`src/rtl/rtc_pkg.sv`:
```
`default_nettype none
// ----------------------------------------------------------------------------
// rtc_pkg : shared calendar time layout and alarm mask bit positions
// Rev 1.0
// ----------------------------------------------------------------------------
package rtc_pkg;

  localparam int RTC_YEAR_W = 12;
  localparam int TIME_W     = RTC_YEAR_W + 32;

  typedef struct packed {
    logic [RTC_YEAR_W-1:0] year;
    logic [3:0]            month;
    logic [4:0]            day_of_month;
    logic [2:0]            day_of_week;
    logic [1:0]            mode;
    logic [5:0]            hour;
    logic [5:0]            min;
    logic [5:0]            sec;
  } rtc_time_t;

  localparam int MSK_SEC   = 0;
  localparam int MSK_MIN   = 1;
  localparam int MSK_HOUR  = 2;
  localparam int MSK_MODE  = 3;
  localparam int MSK_DOW   = 4;
  localparam int MSK_DOM   = 5;
  localparam int MSK_MONTH = 6;
  localparam int MSK_YEAR  = 7;

  // Bit offsets of each field inside the packed time word (year is the MSB part)
  localparam int OFS_SEC   = 0;
  localparam int OFS_MIN   = 6;
  localparam int OFS_HOUR  = 12;
  localparam int OFS_MODE  = 18;
  localparam int OFS_DOW   = 20;
  localparam int OFS_DOM   = 23;
  localparam int OFS_MONTH = 28;
  localparam int OFS_YEAR  = 32;

endpackage
`default_nettype wire

```
`src/rtl/rtc_alarm_chan.sv`:
```
`default_nettype none
// ----------------------------------------------------------------------------
// rtc_alarm_chan : one alarm compare set with masked match and sticky pending
// Rev 1.0
// ----------------------------------------------------------------------------
module rtc_alarm_chan
  import rtc_pkg::*;
#(
  parameter  int YEAR_W     = RTC_YEAR_W,
  localparam int TIME_WIDTH = YEAR_W + 32
) (
  input  logic                  clk_i,
  input  logic                  rst_i,
  input  logic [TIME_WIDTH-1:0] cur_time_i,
  input  logic                  we_i,
  input  logic [TIME_WIDTH-1:0] cfg_time_i,
  input  logic [7:0]            cfg_mask_i,
  input  logic                  cfg_en_i,
  input  logic                  ack_i,
  output logic [TIME_WIDTH-1:0] cmp_time_o,
  output logic [7:0]            mask_o,
  output logic                  en_o,
  output logic                  pending_o
);

  logic [TIME_WIDTH-1:0] r_time;
  logic [7:0]            r_mask;
  logic                  r_en;
  logic                  r_match_q;
  logic                  r_pending;
  logic [7:0]            w_field_eq;
  logic                  w_match;

  always_comb begin
    w_field_eq            = '0;
    w_field_eq[MSK_SEC]   = (cur_time_i[OFS_SEC   +: 6] == r_time[OFS_SEC   +: 6]);
    w_field_eq[MSK_MIN]   = (cur_time_i[OFS_MIN   +: 6] == r_time[OFS_MIN   +: 6]);
    w_field_eq[MSK_HOUR]  = (cur_time_i[OFS_HOUR  +: 6] == r_time[OFS_HOUR  +: 6]);
    w_field_eq[MSK_MODE]  = (cur_time_i[OFS_MODE  +: 2] == r_time[OFS_MODE  +: 2]);
    w_field_eq[MSK_DOW]   = (cur_time_i[OFS_DOW   +: 3] == r_time[OFS_DOW   +: 3]);
    w_field_eq[MSK_DOM]   = (cur_time_i[OFS_DOM   +: 5] == r_time[OFS_DOM   +: 5]);
    w_field_eq[MSK_MONTH] = (cur_time_i[OFS_MONTH +: 4] == r_time[OFS_MONTH +: 4]);
    w_field_eq[MSK_YEAR]  = (cur_time_i[TIME_WIDTH-1:OFS_YEAR] == r_time[TIME_WIDTH-1:OFS_YEAR]);
  end

  assign w_match = r_en & (|r_mask) & (&(w_field_eq | ~r_mask));

  always_ff @(posedge clk_i or posedge rst_i) begin
    if (rst_i) begin
      r_time    <= '0;
      r_mask    <= '0;
      r_en      <= 1'b0;
      r_match_q <= 1'b0;
      r_pending <= 1'b0;
    end else begin
      // Forcing the history high on a write stops a freshly programmed
      // current time from firing until the time leaves and re-enters.
      r_match_q <= we_i ? 1'b1 : w_match;
      if (we_i) begin
        r_time <= cfg_time_i;
        r_mask <= cfg_mask_i;
        r_en   <= cfg_en_i;
      end
      if (we_i && !cfg_en_i)
        r_pending <= 1'b0;
      else if (w_match && !r_match_q)
        r_pending <= 1'b1;
      else if (ack_i)
        r_pending <= 1'b0;
    end
  end

  assign cmp_time_o = r_time;
  assign mask_o     = r_mask;
  assign en_o       = r_en;
  assign pending_o  = r_pending;

endmodule
`default_nettype wire

```
`src/rtl/rtc_alarm_ctrl.sv`:
```
`default_nettype none
// ----------------------------------------------------------------------------
// rtc_alarm_ctrl : multi-channel alarm controller with timestamp capture
// Rev 1.0
// ----------------------------------------------------------------------------
module rtc_alarm_ctrl
  import rtc_pkg::*;
#(
  parameter  int N_ALARMS   = 4,
  parameter  int YEAR_W     = RTC_YEAR_W,
  localparam int IDX_W      = (N_ALARMS > 1) ? $clog2(N_ALARMS) : 1,
  localparam int TIME_WIDTH = YEAR_W + 32
) (
  input  logic                  clk_i,
  input  logic                  rst_i,
  input  logic [TIME_WIDTH-1:0] cur_time_i,
  input  logic                  cfg_we_i,
  input  logic [IDX_W-1:0]      cfg_idx_i,
  input  logic [TIME_WIDTH-1:0] cfg_time_i,
  input  logic [7:0]            cfg_mask_i,
  input  logic                  cfg_en_i,
  input  logic [IDX_W-1:0]      rd_idx_i,
  output logic [TIME_WIDTH-1:0] rd_time_o,
  output logic [7:0]            rd_mask_o,
  output logic                  rd_en_o,
  input  logic [N_ALARMS-1:0]   ack_i,
  output logic [N_ALARMS-1:0]   pending_o,
  output logic                  irq_o,
  input  logic                  ir_i,
  input  logic                  cap_rd_i,
  output logic [TIME_WIDTH-1:0] cap_time_o,
  output logic                  cap_valid_o,
  output logic                  cap_ovf_o
);

  logic [TIME_WIDTH-1:0] w_cmp_time [N_ALARMS];
  logic [7:0]            w_mask     [N_ALARMS];
  logic [N_ALARMS-1:0]   w_en;
  logic [N_ALARMS-1:0]   w_wr_sel;

  for (genvar k = 0; k < N_ALARMS; k++) begin : g_chan
    assign w_wr_sel[k] = cfg_we_i && (cfg_idx_i == IDX_W'(k));

    rtc_alarm_chan #(
      .YEAR_W (YEAR_W)
    ) u_chan (
      .clk_i      (clk_i),
      .rst_i      (rst_i),
      .cur_time_i (cur_time_i),
      .we_i       (w_wr_sel[k]),
      .cfg_time_i (cfg_time_i),
      .cfg_mask_i (cfg_mask_i),
      .cfg_en_i   (cfg_en_i),
      .ack_i      (ack_i[k]),
      .cmp_time_o (w_cmp_time[k]),
      .mask_o     (w_mask[k]),
      .en_o       (w_en[k]),
      .pending_o  (pending_o[k])
    );
  end

  // Out-of-range indices (non power-of-two channel counts) read back as zero
  always_comb begin
    rd_time_o = '0;
    rd_mask_o = '0;
    rd_en_o   = 1'b0;
    for (int k = 0; k < N_ALARMS; k++) begin
      if (rd_idx_i == IDX_W'(k)) begin
        rd_time_o = w_cmp_time[k];
        rd_mask_o = w_mask[k];
        rd_en_o   = w_en[k];
      end
    end
  end

  assign irq_o = |pending_o;

  logic                  r_ir_q;
  logic [TIME_WIDTH-1:0] r_cap_time;
  logic                  r_cap_valid;
  logic                  r_cap_ovf;
  logic                  w_ir_rise;

  assign w_ir_rise = ir_i & ~r_ir_q;

  always_ff @(posedge clk_i or posedge rst_i) begin
    if (rst_i) begin
      r_ir_q      <= 1'b0;
      r_cap_time  <= '0;
      r_cap_valid <= 1'b0;
      r_cap_ovf   <= 1'b0;
    end else begin
      r_ir_q <= ir_i;
      if (w_ir_rise) begin
        r_cap_time  <= cur_time_i;
        r_cap_valid <= 1'b1;
        // A same-cycle read consumes the old data, so nothing is lost
        if (cap_rd_i)
          r_cap_ovf <= 1'b0;
        else if (r_cap_valid)
          r_cap_ovf <= 1'b1;
      end else if (cap_rd_i) begin
        r_cap_valid <= 1'b0;
        r_cap_ovf   <= 1'b0;
      end
    end
  end

  assign cap_time_o  = r_cap_time;
  assign cap_valid_o = r_cap_valid;
  assign cap_ovf_o   = r_cap_ovf;

endmodule
`default_nettype wire

```
`config.mk`:
```
export PLATFORM = sky130hd
export DESIGN_NAME = rtc_alarm_ctrl
export DESIGN_NICKNAME = d
export VERILOG_FILES = /design/src/rtl/rtc_pkg.sv /design/src/rtl/rtc_alarm_chan.sv /design/src/rtl/rtc_alarm_ctrl.sv
export SDC_FILE = /design/constraint.sdc
export NUM_CORES = 1
export LEC_CHECK = 0
export BUFFER_PORTS_ARGS = -buffer_cell sky130_fd_sc_hd__buf_2
export CAP_MARGIN = 20
export CORE_ASPECT_RATIO = 1.75
export CORE_MARGIN = 2
export CORE_UTILIZATION = 60
export DETAILED_ROUTE_END_ITERATION = 8
export MAX_ROUTING_LAYER = met4
export PLACE_DENSITY_LB_ADDON = 0.1
export SETUP_SLACK_MARGIN = 0.1
export SLEW_MARGIN = 20
export SYNTH_ARGS = -nofsm -noshare
export SYNTH_HDL_FRONTEND = slang
export SYNTH_SLANG_ARGS = --single-unit
```
`constraint.sdc`:
```
create_clock -name clk_i -period 22 [get_ports clk_i]
set_input_delay 2.2 -clock clk_i [delete_from_list [all_inputs] [get_ports clk_i]]
set_output_delay 2.2 -clock clk_i [all_outputs]
set_load 0.005 [all_outputs]
```
After elaboration in Yosys (flattened, before gate mapping)
Index checks and enable logic that the tools add are counted.

Equal/unequal tests: 38. Muxes and demuxes: 33. Bitwise logic cells: 18. Reductions and logical operators: 35.

Operators by type and width (count): 44-bit 2-to-1 mux (4); 6-bit equality test (12); 12-bit equality test (4); 8-bit 2-to-1 mux (4); 8-bit NOT (4); 8-bit bitwise OR (4); 8-bit AND reduction (4); 8-bit OR reduction (4); 1-bit 2-to-1 mux (25); 5-bit equality test (4); 4-bit equality test (4); 3-bit equality test (4); 1-bit logical AND (12); 3-bit nonzero test (4); 1-bit AND (9); 2-bit equality test (4); 2-bit equality test (second input constant) (4); 1-bit logical NOT (5); 2-bit by 1-bit equality test with 1-bit output (second input constant) (2); 2-bit logical NOT (2); 2-bit nonzero test (2); 4-bit OR reduction (1); 2-bit AND reduction (1); 1-bit NOT (1).

Register bits: 267. Bits of input ports: 110. Output and inout bits: 104. Logic and storage cells: 148.

Logic depth before layout (Yosys ltp)
Gate-level depths: netlist (run 1).

Depth in word-level cells: 7. Mapped depth: 7. Mapped depth without buffers: 6.

Modules after synthesis
A second synthesis (run 1) with hierarchy kept.

Cells, all modules: 906. Area, all modules: 13409.1 um2.

Modules (own cells, without submodules): rtc_alarm_chan (instances 4, cells an instance 183, area each 2570.0 um2, sequential area each 1376.3 um2); rtc_alarm_ctrl (instances 1, cells an instance 174, area each 3129.3 um2, sequential area each 1176.1 um2).

Least setup slack after synthesis (run 1)
OpenSTA, ideal clock, no wires.

Kind: in2out. From: in rd_idx_i[0]. To: out rd_mask_o[0]. Arrival time: 3.214 ns. Required time: 19.800 ns. Slack: 16.586 ns. Stages on the path: 3. Path buffers: 2. Cells stage by stage: buf_2 buf_2 mux4_2.

Longest elaborated chain between the ends: 5. Elaborated cells between the ends (all ways): 8. Those cells by class: eq/ne: 3; mux: 4; reduce/logical: 1.

RTL lines: start: declaration (line rtc_alarm_ctrl.sv:22) `input logic [IDX_W-1:0] rd_idx_i,`; 2-bit logical NOT (line rtc_alarm_ctrl.sv:68) `if (rd_idx_i == IDX_W'(k)) begin`; 8-bit 2-to-1 mux (3 in series) (line rtc_alarm_ctrl.sv:68); 8-bit 2-to-1 mux (*) (line rtc_alarm_ctrl.sv:68); end: declaration (line rtc_alarm_ctrl.sv:24) `output logic [7:0] rd_mask_o,`.

Mark *: on every way between the ends. The rest lies on a longest branch, timed or not.

Worst setup path after layout (run 1)
From: in rd_idx_i[0]. To: out rd_mask_o[3].

The elaborated chain is that of the path after synthesis.

==> impl.org, run 1 <==
** Die
- I/O pin cnt :: 214
- Initial standard-cell utilization of the core :: 61.02%
- Placement Rows :: 72
- Area of the core :: 22070 um^2
- Horizontal die dimension :: 117.3 um
- Die H :: 202.2 um
- Die Area :: 23710 um^2

** STA
- Final number of max-transition violations :: 0
- Measured against its own limit, the worst slew margin works out to 35.35%.
- Actual transition at the worst max-transition pin :: 0.9698 ns
- Final clock period utilization by the worst path :: 26.17%
- Time the final worst path needs with I/O delays and setup :: 5.756 ns
- Setup repair after global routing missed its margin :: false
- Clock skew on the completed layout was measured at 0.01200 ns.
- # setup viols final :: 0
- Upper clock frequency limit :: 173.7 MHz
- Adding up every negative setup slack in the final design gives 0 ns.
- Count of final hold-check violations :: 0
- WHS :: 0.4982 ns

** Placement
- GPL Wtd Cong :: 0.9379
- HPWL Detailed :: 23.85 mm
- IO buf count :: 213

** Clock tree
- Hold repair after CTS inserted 0 buffers.
- H-tree depth :: 1
- Number of gates given a new drive strength after cts :: 0
- CTS saw 267 sinks.
- Clock tree root driver cell :: sky130_fd_sc_hd__clkbuf_16
- The clock passes through at most 3 buffers.
- TritonCTS built the clock tree.
- After clock tree synthesis, the setup repair step added 0 buffers.
- At the later pin of the worst-skew pair, clock insertion delay measures 0.53 ns.
- Buffers inserted during clock tree synthesis total 25.
- Clock slew seen by the registers of the worst setup and hold paths :: 0.06 ns

** Drt
- Total Wirelength :: 33.88 mm
- The first detailed-routing pass took 4 iterations.
- Post-DRT Antenna Nets :: 0
- Number of DRC markers after the initial detailed-route iteration :: 487
- For this block, the via count after detailed routing is 8586.
- Average detailed-routed wire length per instance :: 23.56 um
- Number of vias per cell :: 5.971
- After detailed routing, the number of remaining DRC violations is 0.

** Setup path
- For this run, the slowest stage of the critical path takes 0.60 ns.
- Among cell families on the critical path, the largest total delay comes from buffers and inverters.
- STA classifies the critical path endpoint as a primary output.
- The critical path in this run is classified as primary input to primary output.
- Together, buffers and inverters on the worst path number 2.
- Data required time of the critical path :: 19.80 ns
- STA puts the critical path data arrival time at 3.56 ns.
- The largest individual stage delay along the critical path comes from the cell sky130_fd_sc_hd__mux4_2.
- Cell-by-cell trace of the critical path :: buf_6, mux4_2, buf_2
- Of all nets on the critical path, the largest fanout is 53.
- Type of origin of the critical path :: primary input

** Logic synthesis
- Synthesis inferred 267 register bits.
- For this run, the number of Yosys warnings is 0.
- Share of the yosys chip area belonging to registers :: 49.61%
- After synthesis, the largest area contributor takes up 49.61% of total cell area.
- Fraction of synthesis flops using an asynchronous set or reset pin :: 100.0%
- Avg Synthesized Cell Area :: 13.91 um^2
- Yosys top cell by area :: sky130_fd_sc_hd__dfrtp_1
- EDFF count, synth :: 0
- Synth cell types :: 30
- After synthesis the cells add up to 13470 um^2.
- Cell count after synthesis :: 968
- Largest cells by area after synthesis :: sky130_fd_sc_hd__dfrtp_1 (50%), sky130_fd_sc_hd__mux2_2 (21%), sky130_fd_sc_hd__mux4_2 (8.9%)
- Primary FF master, synth :: sky130_fd_sc_hd__dfrtp_1
- Post-Synthesis Net Count :: 1078

** Power
- In this run the static leakage power is 6.565 nW.
- Power per unit of standard cell area :: 89.93 nW/um^2
- Worst ir drop on vdd :: 0.08101 mV

** Global route
- Sum of overflow across all layers after global routing :: 0
- Wire length of the first global-routing pass :: 52.11 mm
- Entering global routing, the biggest net connects 115 pins.
- The via count of the first global-routing pass was 9059.
- Total global-route track usage :: 30.25%
- Initial antenna violation count :: 3

** Run
- # Max-Cap Violations :: 0

** Layout
- Net total in the final layout :: 1237
- Relative to the synthesized area, the layout overhead comes to 13.51%.
- Cells with a size suffix above 1 make up 50.04% of the layout.
- # fillers :: 1650
- For this run, the share of the core covered by cells in the final layout is 69.26%.

** Run status
- Result of the run :: finished clean

** Hold path
- Worst min-delay path category :: register to register
[through the flow]
step / power, W / cells / cell area (um^2) / setup slack (ns)
5_1_grt: 0.001441 / 1438 / 15290 / 16.12
2_1_floorplan: 0.0008630 / 968 / 13470 / 12.45
6_report: 0.001375 / 1438 / 15290 / 16.24
3_5_place_dp: 0.0009839 / 1396 / 14550 / 15.97
4_1_cts: 0.001386 / 1435 / 15270 / 15.97
3_3_place_gp: 0.0009768 / 1396 / 14550 / 16.03
[synthesized netlist by cell type, drive strengths merged, types with 11 or more instances]
cell type and count:
o21ai 11, nand4 24, nand3 17, mux4 53, mux2 253, xor2 80, nand2 13, dfrtp 267
xnor2 96, buf 51, clkbuf 38, nor4 20
[flip-flops by register name, indices dropped and copies added (netlist names)]
name / cells
g_chan.u_chan.r_match_q: 4
g_chan.u_chan.cmp_time_o: 176
cap_valid_o: 1
cap_time_o: 44
r_ir_q: 1
g_chan.u_chan.pending_o: 4
g_chan.u_chan.en_o: 4
cap_ovf_o: 1
g_chan.u_chan.mask_o: 32
[worst reg2reg max path, stage by stage, from the launching register on]
cell	delay (ns)
sky130_fd_sc_hd__dfrtp_1	0.42
sky130_fd_sc_hd__xor2_1	0.17
sky130_fd_sc_hd__nor4_1	0.42
sky130_fd_sc_hd__nand3_1	0.30
sky130_fd_sc_hd__a22oi_1	0.25
sky130_fd_sc_hd__nand4_1	0.14
sky130_fd_sc_hd__a21boi_1	0.15
[cell type report]
cell class                 count  area [um^2]  share of cell area [%]
clock buffer                  33        695.7                   4.551
clock inverter                 6        30.03                  0.1964
sequential                   267         6681                   43.71
antenna                        3        7.507                 0.04911
multi-input combinational    609         6347                   41.52
timing repair buffer         221         1136                   7.432
tap                          296        370.4                   2.423
inverter                       3        18.77                  0.1228
[placed cells by master (no fill, tap or decap)]
cell and count:
sky130_fd_sc_hd__a21boi_1 1, sky130_fd_sc_hd__a21oi_1 7, sky130_fd_sc_hd__a22oi_1 6, sky130_fd_sc_hd__a22oi_2 3
sky130_fd_sc_hd__buf_2 212, sky130_fd_sc_hd__buf_4 7, sky130_fd_sc_hd__buf_6 2, sky130_fd_sc_hd__clkbuf_1 4
sky130_fd_sc_hd__clkbuf_16 25, sky130_fd_sc_hd__clkbuf_8 4, sky130_fd_sc_hd__clkinv_2 6, sky130_fd_sc_hd__dfrtp_1 267
sky130_fd_sc_hd__diode_2 3, sky130_fd_sc_hd__inv_1 2, sky130_fd_sc_hd__inv_8 1, sky130_fd_sc_hd__mux2_2 253
sky130_fd_sc_hd__mux4_2 53, sky130_fd_sc_hd__nand2_1 13, sky130_fd_sc_hd__nand2b_1 4, sky130_fd_sc_hd__nand2b_2 1
sky130_fd_sc_hd__nand3_1 16, sky130_fd_sc_hd__nand3_2 1, sky130_fd_sc_hd__nand3b_1 2, sky130_fd_sc_hd__nand4_1 24
sky130_fd_sc_hd__nor2_1 3, sky130_fd_sc_hd__nor3_1 4, sky130_fd_sc_hd__nor3b_2 1, sky130_fd_sc_hd__nor4_1 20
sky130_fd_sc_hd__o21ai_0 7, sky130_fd_sc_hd__o21ai_1 4, sky130_fd_sc_hd__o31ai_1 8, sky130_fd_sc_hd__or2b_2 1
sky130_fd_sc_hd__or4_1 1, sky130_fd_sc_hd__xnor2_1 96, sky130_fd_sc_hd__xor2_1 80
[final timing paths]
kind	from	endpoint	depth (start not counted)	slack [ns]
worst max-delay path	rd_idx_i[0]	rd_mask_o[3]	3	16.24
worst max register to register	g_chan[0].u_chan.cmp_time_o[17]	g_chan[0].u_chan.pending_o	6	20.06
max in group asynchronous	rst_i	g_chan[1].u_chan.cmp_time_o[20]	3	18.64
worst min-delay path	cap_time_o[34]	cap_time_o[34]	1	0.50
min in group asynchronous	rst_i	cap_time_o[17]	2	1.81
worst min register to register	cap_time_o[34]	cap_time_o[34]	1	0.50
[kinds of logic after synthesis]
logic type                after synthesis  share of synthesized area [%]
AOI/OAI and AO/OA                      36                          1.784
xor gates and xnor gates              176                          11.45
buffers and inverters                  92                          3.354
DFF                                   267                          49.61
muxes                                 306                          30.02
and+or+nand+nor                        91                          3.790
[power by group]
group | internal (W) | switching, W
Clock | 0.000219 | 0.000180
Sequential | 0.000578 | 0.0000937
Combinational | 0.000181 | 0.000123
[routing by layer]
metal  track usage (%)  up-vias  wire (um)
li1                  -     3784          -
met1             36.34     4374      12440
met2             49.61      324      17700
met3             4.738      104       1942
met4             14.08        0       1792
met5                 -        -          0
(Power assumes the default switching activity.)
==> inputs of run 2 (changes only) <==
--- a/config.mk
+++ b/config.mk
@@ -9,7 +9,7 @@
 export CAP_MARGIN = 20
 export CORE_ASPECT_RATIO = 1.75
 export CORE_MARGIN = 2
-export CORE_UTILIZATION = 60
+export CORE_UTILIZATION = 52
 export DETAILED_ROUTE_END_ITERATION = 8
 export MAX_ROUTING_LAYER = met4
 export PLACE_DENSITY_LB_ADDON = 0.1
==> constraint.sdc (replaced) <==
create_clock -name clk_i -period 5.1 [get_ports clk_i]
set_input_delay 0.51 -clock clk_i [delete_from_list [all_inputs] [get_ports clk_i]]
set_output_delay 0.51 -clock clk_i [all_outputs]
set_load 0.005 [all_outputs]
==> impl.org, run 2 (synthesized netlist as in run 1, its figures left out) <==
** Layout
- Fin util :: 60.45% (was 69.26%)
- The number of cells in the finished layout apart from fillers was 1473 (was 1438).
- Commonest cells after routing, fill and taps aside :: sky130_fd_sc_hd__dfrtp_1 (267), sky130_fd_sc_hd__mux2_2 (253), sky130_fd_sc_hd__buf_2 (212) (unchanged)
- The fraction of final layout cells sized beyond drive strength 1 is 50.09% (was 50.04%).
- The area added between synthesis and finish is 15.21% (was 13.51%).
- The final-stage net count is 1238 (was 1237).
- Most common library cell in the layout ignoring fill and taps :: sky130_fd_sc_hd__dfrtp_1 (unchanged)
- Flip-flop count of the largest register, all copies and words added :: 176 (unchanged)

** STA
- The worst path uses 52.17% of the clock period.
- The number of pins with negative max-slew slack in the final report came to 0 (unchanged).
- Worst slew slack as a fraction of its limit :: 33.01% (was 35.35%)
- Upper clock frequency limit :: 375.9 MHz
- Setup repair after global routing missed its margin: false (unchanged).
- Actual transition at the worst max-transition pin :: 1.005 ns (was 0.9698 ns)
- # setup viols final :: 0 (unchanged)
- The number of hold-slack violations in the final timing report was 0 (unchanged).
- Counting I/O delays and the setup requirement, the final critical path takes 2.661 ns.
- Post-route setup slack :: 2.439 ns (was 16.24 ns)
- The worst clock skew on the final layout came to 0.01775 ns (was 0.01200 ns).
- The setup total negative slack is 0 ns (unchanged).

** Setup path
- The type of the setup path with the least slack is primary input to primary output (unchanged).
- Data arrival time at the worst-slack endpoint :: 2.15 ns (was 3.56 ns)
- Worst-case register-to-register setup slack :: 3.19 ns (was 20.06 ns)
- The startpoint class of the critical path was a primary input (unchanged).
- The number of cells on the worst reg-to-reg path came to 6 (unchanged).
- Worst reg2reg endpoint :: g_chan[1].u_chan.pending_o (was g_chan[0].u_chan.pending_o)
- Reg-to-Reg Start :: g_chan[1].u_chan.cmp_time_o[17] (was g_chan[0].u_chan.cmp_time_o[17])
- Maximum fanout count along the critical path :: 32 (was 53)
- Capturing element type of the critical path :: primary output (unchanged)
- Data required time of the critical path :: 4.59 ns (was 19.80 ns)

** Run status
- Result of the run: finished clean (unchanged).

** Placement
- The post-place setup slack was 2.373 ns (was 15.97 ns).
- The HPWL after detailed placement is 24.63 mm (was 23.85 mm).
- The count of port buffers added during placement was 213 (unchanged).
- The instance count after placement with tap cells included was 1419 (was 1396).
- The routability-driven placement congestion ratio came to 0.8691 (was 0.9379).

** Clock tree
- The TritonCTS buffer count is 26 (was 25).
- The count of buffers added by post-CTS timing repair for setup came to 0 (unchanged).
- The CTS tree is built (unchanged).
- H-tree depth :: 1 (unchanged)
- The maximum count of clock buffers along a single path was 3 (unchanged).
- The TritonCTS sink count is 267 (unchanged).
- The CTS root buffer was sky130_fd_sc_hd__clkbuf_16 (unchanged).
- The clock latency of the later-clocked register in the worst-skew pair was 0.54 ns (was 0.53 ns).
- Clock slew seen by the registers of the worst setup and hold paths :: 0.07 ns (was 0.06 ns)

** Global route
- Maximum number of pins on one net before global-route repair :: 157 (was 115)
- The initial antenna violation count was 5 (was 3).
- Sum of overflow across all layers after global routing :: 0 (unchanged)
- Total global-route track usage :: 26.38% (was 30.25%)
- The via count of the first global-routing pass is 9117 (was 9059).
- The wire length of the first global-routing pass came to 53.68 mm (was 52.11 mm).

** Power
- The power per standard cell area is 401.4 nW/um^2 (was 89.93 nW/um^2).
- The leakage dissipation is 6.638 nW (was 6.565 nW).
- The post-route total power is 0.006229 W (was 0.001375 W).
- Worst ir drop on vdd :: 0.4532 mV (was 0.08101 mV)

** Hold path
- The start point of the worst hold path was ir_i (was cap_time_o[34]).
- The count of cells along the worst hold path was 1 (unchanged).
- The worst hold path endpoint is r_ir_q (was cap_time_o[34]).
- The worst hold-check path type is primary input to register (was register to register).

** Die
- Initial standard-cell utilization of the core :: 52.47% (was 61.02%)
- Die H :: 216.9 um (was 202.2 um)
- The floorplan die width was 125.7 um (was 117.3 um).
- Placement Rows :: 78 (was 72)
- I/O pin cnt :: 214 (unchanged)
- The area of the core region is 25670 um^2 (was 22070 um^2).
- Die Area :: 27250 um^2 (was 23710 um^2)

** Drt
- Post-DRT Antenna Nets :: 0 (unchanged)
- The routed wire length was 34.84 mm (was 33.88 mm).
- The vias after detailed routing came to 8488 (was 8586).
- The number of DRC violations after detailed-routing iteration 0 is 377 (was 487).
- The remaining design rule violation count came to 0 (unchanged).
- Number of vias per cell :: 5.762 (was 5.971)
- First-pass iteration count of the detailed router :: 4 (unchanged)
- The average detailed-routed wire length per instance is 23.65 um (was 23.56 um).

** Run
- The max-capacitance violation count is 0 (unchanged).
-- run 2: cell types whose count changed in the layout (fill, tap and decap cells not counted), sizes merged --
cell	before	now
buf	221	220
bufinv	0	3
dlygate4sd3	0	1
inv	3	2
clkbuf	33	38
diode	3	5
clkinvlp	0	2
-- run 2: cell type report --
type | count | area, um^2
Clock buffer | 38 | 757.0
Clock inverter | 10 | 135.1
Fill cell | 2152 | 10150
Sequential cell | 267 | 6681
Timing Repair Buffer | 221 | 1160
Antenna cell | 5 | 12.51
Inverter | 3 | 15.01
Multi-Input combinational cell | 609 | 6355
Tap cell | 320 | 400.4
-- run 2: worst max path at each step --
| stage | startpoint | end | slack [ns] | cells after the start |
|---|---|---|---|---|
| global placement | rd_idx_i[0] | rd_time_o[2] | 2.42 | 3 |
| floorplan | rst_i | cap_ovf_o | 1.06 | 1 |
| detailed placement | rd_idx_i[0] | rd_time_o[2] | 2.37 | 3 |
| global route | rd_idx_i[1] | rd_mask_o[3] | 2.38 | 4 |
| finish | rd_idx_i[1] | rd_mask_o[3] | 2.44 | 4 |
| CTS | rd_idx_i[0] | rd_time_o[2] | 2.36 | 3 |
-- run 2: where the power goes --
group / internal (W) / switching (W)
logic: 0.000783 / 0.000534
clock network: 0.00118 / 0.000835
registers: 0.00249 / 0.000399
-- run 2: layer usage --
layer / routed length (um) / GRT usage [%]
met5: 0 / -
met4: 1004 / 8.741
met2: 19310 / 47.66
met3: 1483 / 3.097
met1: 13040 / 30.42
-- run 2: worst max-delay path, stage by stage --
cell                     delay [ns]
sky130_fd_sc_hd__buf_2         0.47
sky130_fd_sc_hd__buf_4         0.58
sky130_fd_sc_hd__mux4_2        0.40
sky130_fd_sc_hd__buf_2         0.15
-- run 2: timing repair --
item                                   in CTS  in global routing
setup endpoints to repair                   0                  0
hold buffers                                1                  0
gates resized for setup                     0                  0
endpoints found under the hold margin       1                  0
-- run 2: per-stage QoR --
step | instance area, um^2 | hold slack (ns)
after global routing | 15520 | 0.09047
after global placement | 14600 | 0.4110
final | 15520 | 0.1037
after CTS | 15500 | 0.08044
after detailed placement | 14600 | 0.4120
after floorplan | 13470 | 0.4640
